**src/rtl/onehot_encoder_seq.sv**
```systemverilog
// Sequential bitmask encoder: captures an N-bit mask, then emits the index of
// each set bit (lowest first) as one output beat per handshake, flagging the last.
module onehot_encoder_seq #(
  parameter int N = 4,
  parameter int W = $clog2(N)
) (
  input  logic         i_clk,
  input  logic         i_rst,
  input  logic         i_valid,
  output logic         o_ready,
  input  logic [N-1:0] i_one_hot,
  output logic         o_valid,
  input  logic         i_ready,
  output logic [W-1:0] o_binary,
  output logic         o_last,
  output logic         o_zero
);

  typedef enum logic {IDLE, BUSY} state_e;

  state_e       state_q, state_d;
  logic [N-1:0] mask_q, mask_d;
  logic [N-1:0] mask_rest;
  logic [W-1:0] low_idx;

  // Clearing the lowest set bit; an empty remainder means this beat is the last.
  assign mask_rest = mask_q & (mask_q - N'(1));

  always_comb begin
    low_idx = '0;
    for (int i = N - 1; i >= 0; i--) begin
      if (mask_q[i]) low_idx = W'(i);
    end
  end

  always_ff @(posedge i_clk or posedge i_rst) begin
    if (i_rst) begin
      state_q <= IDLE;
      mask_q  <= '0;
    end else begin
      state_q <= state_d;
      mask_q  <= mask_d;
    end
  end

  always_comb begin
    state_d = state_q;
    mask_d  = mask_q;
    case (state_q)
      IDLE: begin
        if (i_valid) begin
          mask_d  = i_one_hot;
          state_d = BUSY;
        end
      end
      BUSY: begin
        if (i_ready) begin
          mask_d = mask_rest;
          if (mask_rest == '0) state_d = IDLE;
        end
      end
      default: state_d = IDLE;
    endcase
  end

  always_comb begin
    o_ready  = 1'b0;
    o_valid  = 1'b0;
    o_binary = '0;
    o_last   = 1'b0;
    o_zero   = 1'b0;
    case (state_q)
      IDLE: o_ready = 1'b1;
      BUSY: begin
        o_valid  = 1'b1;
        o_binary = low_idx;
        o_last   = (mask_rest == '0);
        o_zero   = (mask_q == '0);
      end
      default: o_ready = 1'b1;
    endcase
  end

endmodule

```
**config.mk**
```make
export PLATFORM = sky130hd
export DESIGN_NAME = onehot_encoder_seq
export DESIGN_NICKNAME = d
export VERILOG_FILES = /design/src/rtl/onehot_encoder_seq.sv
export SDC_FILE = /design/constraint.sdc
export NUM_CORES = 1
export LEC_CHECK = 0
export ABC_CLOCK_PERIOD_IN_PS = 1900
export BUFFER_PORTS_ARGS = -buffer_cell sky130_fd_sc_hd__buf_2
export CORE_AREA = 2 2 39 41
export CTS_CLUSTER_SIZE = 8
export DETAILED_ROUTE_END_ITERATION = 6
export DIE_AREA = 0 0 41 43
export PLACE_DENSITY = 0.44
export SYNTH_ARGS = -nofsm -noshare
export SYNTH_HDL_FRONTEND = slang
export SYNTH_SLANG_ARGS = --single-unit
```
**constraint.sdc**
```tcl
create_clock -name i_clk -period 1.9 [get_ports i_clk]
set_clock_uncertainty 0.05 [all_clocks]
set_input_delay 0.19 -clock i_clk [delete_from_list [all_inputs] [get_ports i_clk]]
set_output_delay 0.19 -clock i_clk [all_outputs]
set_load 0.02 [all_outputs]
```
== After elaboration in Yosys (flattened, before gate mapping) ==
Index checks and enable logic that the tools add are counted.

* Multipliers: 0
* Bitwise logic cells: 2
* Equality and inequality tests: 2
* Add/subtract/negate cells: 1
* Div/mod/pow operators: 0
* Reduce and logical (&&, ||, !) cells: 3
* Magnitude comparators: 0
* Mux-type cells: 16
* Shifts and indexed selects: 0

{| class="wikitable"
|+ Operators by type and width
! operator !! count
|-
| 2-bit two-way mux || 5
|-
| 4-bit logical NOT || 2
|-
| 4-bit two-way mux || 2
|-
| 4-bit case mux with 2 select lines || 1
|-
| 1-bit two-way mux || 7
|-
| 4-bit AND || 1
|-
| 2-bit inequality test (second input constant) || 2
|-
| 4-bit by 1-bit subtractor with 4-bit output (second input constant) || 1
|-
| 1-bit case mux with 2 select lines || 1
|-
| 2-bit AND reduction || 1
|-
| 1-bit inverter || 1
|}

* Latch bits: 0
* Input bits: 8
* Memories kept: 0
* Output and inout port bits: 6
* RAM bits: 0
* Bits in registers: 5
* ROM bits: 0
* Word-level logic and storage cells: 26

== Logic depth before layout (Yosys ltp) ==
* Word-level depth: 6
* Gate-level depth with buffers: 3
* Depth with buffers taken out: 3

== Worst setup path after synthesis ==
Ideal clock, no wire load.

* Kind: reg-to-output
* From: register state_q
* To: output port o_binary[0]
* Buffers on the path: 0
* Cell stages (with the launch flop): 3
* Arrival: 1.304 ns
* Slack: 0.356 ns
* Cells stage by stage: dfrtp_1 inv_1 nor3_1

* Longest elaborated chain between the ends: 1

{| class="wikitable"
|+ RTL lines
! item !! RTL line !! RTL
|-
| start, declared || 21 || <nowiki>state_e state_q, state_d;</nowiki>
|-
| start signal, assigned || 41 || <nowiki>state_q <= state_d;</nowiki>
|-
| 2-bit two-way mux || 72 || <nowiki>case (state_q)</nowiki>
|-
| end, declared || 14 || <nowiki>output logic [W-1:0] o_binary,</nowiki>
|}

Every way passes these cells.

== Worst setup path in the final report ==
* From: register mask_q[2]
* To: output port o_last

* Longest elaborated chain between the ends: 4

{| class="wikitable"
|+ RTL lines
! item !! RTL line !! RTL
|-
| start, declared || 22 || <nowiki>logic [N-1:0] mask_q, mask_d;</nowiki>
|-
| start signal, assigned || 42 || <nowiki>mask_q <= mask_d;</nowiki>
|-
| 4-bit by 1-bit subtractor with 4-bit output || 27 || <nowiki>assign mask_rest = mask_q & (mask_q - N'(1));</nowiki>
|-
| 4-bit AND (*) || 27 ||
|-
| 4-bit logical NOT (*) || 77 || <nowiki>o_last = (mask_rest == '0);</nowiki>
|-
| 1-bit two-way mux (*) || 72 ||
|-
| end, declared || 15 || <nowiki>output logic o_last,</nowiki>
|}

Mark *: on every way between the ends. The rest lies on a longest branch, timed or not.

==> metrics.md <==
| Metric | Value |
|---|---|
| Status | completed |
| CTS Sinks | 5 |
| CTS resizes | 0 |
| Critical Path, Cell by Cell | or3_4 -> o22ai_2 -> buf_2 |
| Power share of the clock group | 16.2% |
| First-pass GRT wire length | 1104 um |
| Congestion Overflow GR | 0 |
| Routed WL | 681 um |
| Vias in the first global route | 265 |
| CTS max path bufs | 2 |
| Minimum clock period | 1.669 ns |
| Share of total power in sequential cells | 29.8% |
| Skew-Pair Late Insertion Delay | 0.24 ns |
| Initial Utilization | 21.43% |
| Switching Share | 46.59% |
| Crit-path max FO | 7 |
| Clk slew on worst S/H paths | 0.05 ns |
| Total negative setup slack | 0 ns |
| Post-synth cell types | 19 |
| Ys Warns | 0 |
| Worst hold slack | 0.1041 ns |
| CP Data Required Time | 1.66 ns |
| I/O Buffers | 13 |
| Worst IR Drop VDD | 0.6979 mV |
| Final Cycle Share | 87.83% |
| Drt first pass iters | 2 |
| Total of max-cap violations | 0 |
| CP max-delay cell | dfrtp_1 |
| Share of layout cells above drive strength 1 | 38.78% |
| DRC viols | 0 |
| TritonCTS clock tree | yes |
| Multi-input logic area | 160.2 um^2 |
| Most common cell after layout, fill and taps aside | buf_2 |
| Register area share after synthesis | 42.19% |
| Total CTS buffers | 3 |
| Cell Area, Synth | 296.5 um^2 |
| Post-Syn Instances | 31 |
| Final Setup Violations | 0 |
| 1st-iter DRT viols | 5 |
| Max Clock Freq | 0.5992 GHz |
| Root buffer cell | clkbuf_4 |
| CP Buf/Inv Count | 1 |
| Fillers | 149 |
| Critical Path AT | 1.43 ns |
| Startpoint types | flop |
| Max-slew headroom | 80.06% |
| Final hold viol count | 0 |
| H-tree Lvls | 1 |
| Pint | 0.4111 mW |
| FF/Latch Area | 125.1 um^2 |
| Routed vias | 294 |
| Core Rows | 14 |
| HP Class | input pin to flop |
| Synth top area share | 42.19% |
| Largest delay share family, worst path | flip-flops |
| Layout Nets | 58 |
| Seq cells post-synth | 5 |
| Core Footprint | 1384 um^2 |
| Top cells by area, synth | dfrtp_1 (42%), a22o_1 (5.9%), nor3_1 (5.1%) |
| DP Cell Count | 60 |
| Crit path largest cell delay | 0.43 ns |
| RSZ-0062 raised after global routing | no |
| Synthesis-to-finish area growth | 40.93% |
| PD cells | 1842 nW/um^2 |
| Largest net degree at the start of global routing | 9 |
| Crit Path Class | flop to primary output |
| Initial antenna violation count | 0 |
| Post-route ant nets | 0 |
| Layout Utilization | 30.20% |
| # IOs | 14 |
| Syn Area/Cell | 9.566 um^2 |
| GRT Util Overall | 9.798% |
| Fin cells | 65 |
| Commonest non-fill, non-tap cells in the layout | buf_2 (13), dfrtp_1 (5), nor3_1 (3), inv_1 (3), clkbuf_4 (3) |
| Total Die Area | 1763 um^2 |
| Diode count | 0 |
| Tightest Pin Transition | 0.2985 ns |
| Setup crit end kind | primary output |
| Final max-slew violation count | 0 |
| DR vias/cell | 4.523 |
| Syn Nets | 39 |
| Comb power frac | 54.0% |
| Placer congestion estimate | 0.6305 |
| LEAKAGE | 0.2197 nW |
| P_sw | 0.3586 mW |
| Synth area leader | dfrtp_1 |
| Detail Placement HPWL | 553 um |
| DR WL/cell | 10.48 um |
| Chip height | 43 um |
| Chip Width | 41 um |
## logic make-up (layout without fill, tap and decap cells)
family / after synthesis / count (layout) / synth area share (%)
flops: 5 / 5 / 42.19
buf+inv: 3 / 21 / 3.797
simple gates: 11 / 11 / 21.10
compound gates: 11 / 11 / 29.54
fa+ha+maj: 1 / 1 / 3.376
## sequential cells by signal, summed over array words and instances, names as in the netlist
register  count
mask_q        4
state_q       1
## power by group through the flow
| stage | logic [mW] | clock network [mW] | registers [mW] |
|---|---|---|---|
| after floorplan | 0.298 | 0 | 0.226 |
| after global placement | 0.424 | 0 | 0.236 |
| after detailed placement | 0.418 | 0 | 0.231 |
| after CTS | 0.421 | 0.131 | 0.229 |
| after global routing | 0.453 | 0.141 | 0.239 |
| final | 0.416 | 0.125 | 0.229 |
## through the flow
step	cell area (um^2)	setup slack, ns	total power [mW]
after global placement	381.6	0.4938	0.6605
after global routing	417.9	0.1538	0.8324
after floorplan	296.5	0.3564	0.5239
after detailed placement	381.6	0.4867	0.6485
after CTS	417.9	0.2178	0.7809
final	417.9	0.2312	0.7697
## routing by layer
layer  wire [um]  GRT usage (%)
met1         328          13.44
met2         310          10.94
met3          42          6.283
met4           0          6.000
met5           0              0
## what timing repair did
item,4_1_cts,5_1_grt
hold endpoints to repair,5,0
hold buffers,1,0
setup buffers,0,0
## synth_stat cells
| library cell | instances |
|---|---|
| nand2_1 | 1 |
| a21oi_1 | 2 |
| a221o_1 | 1 |
| a22oi_1 | 1 |
| a22o_1 | 2 |
| nand2b_1 | 2 |
| nor2_2 | 1 |
| nor2b_1 | 1 |
| inv_1 | 3 |
| o211a_1 | 1 |
| o22ai_2 | 1 |
| nor3_1 | 3 |
| a21o_1 | 1 |
| dfrtp_1 | 5 |
| o21bai_1 | 1 |
| o21ai_1 | 1 |
| nor2_1 | 2 |
| or3_4 | 1 |
| maj3_1 | 1 |
## final cells by class
| cell class | count | area share [%] |
|---|---|---|
| Sequential cell | 5 | 29.94 |
| Clock buffer | 4 | 6.287 |
| Multi-Input combinational cell | 23 | 38.32 |
| Tap cell | 16 | 4.790 |
| Timing Repair Buffer | 14 | 17.96 |
| Inverter | 3 | 2.695 |
## path summary, 6_finish.rpt
path	start	endpoint	slack (ns)	depth (start not counted)
setup / recovery	mask_q[2]$_DFFE_PP0P_	o_last	0.23	3
hold / removal	i_ready	state_q$_DFF_PP0_	0.10	2
setup reg to reg	mask_q[0]$_DFFE_PP0P_	mask_q[2]$_DFFE_PP0P_	0.61	3
hold reg to reg	mask_q[3]$_DFFE_PP0P_	mask_q[3]$_DFFE_PP0P_	0.54	2
max in group asynchronous	i_rst	mask_q[2]$_DFFE_PP0P_	1.30	3
min in group asynchronous	i_rst	mask_q[0]$_DFFE_PP0P_	0.33	3
Note: power is estimated with default switching activity, not from simulation.
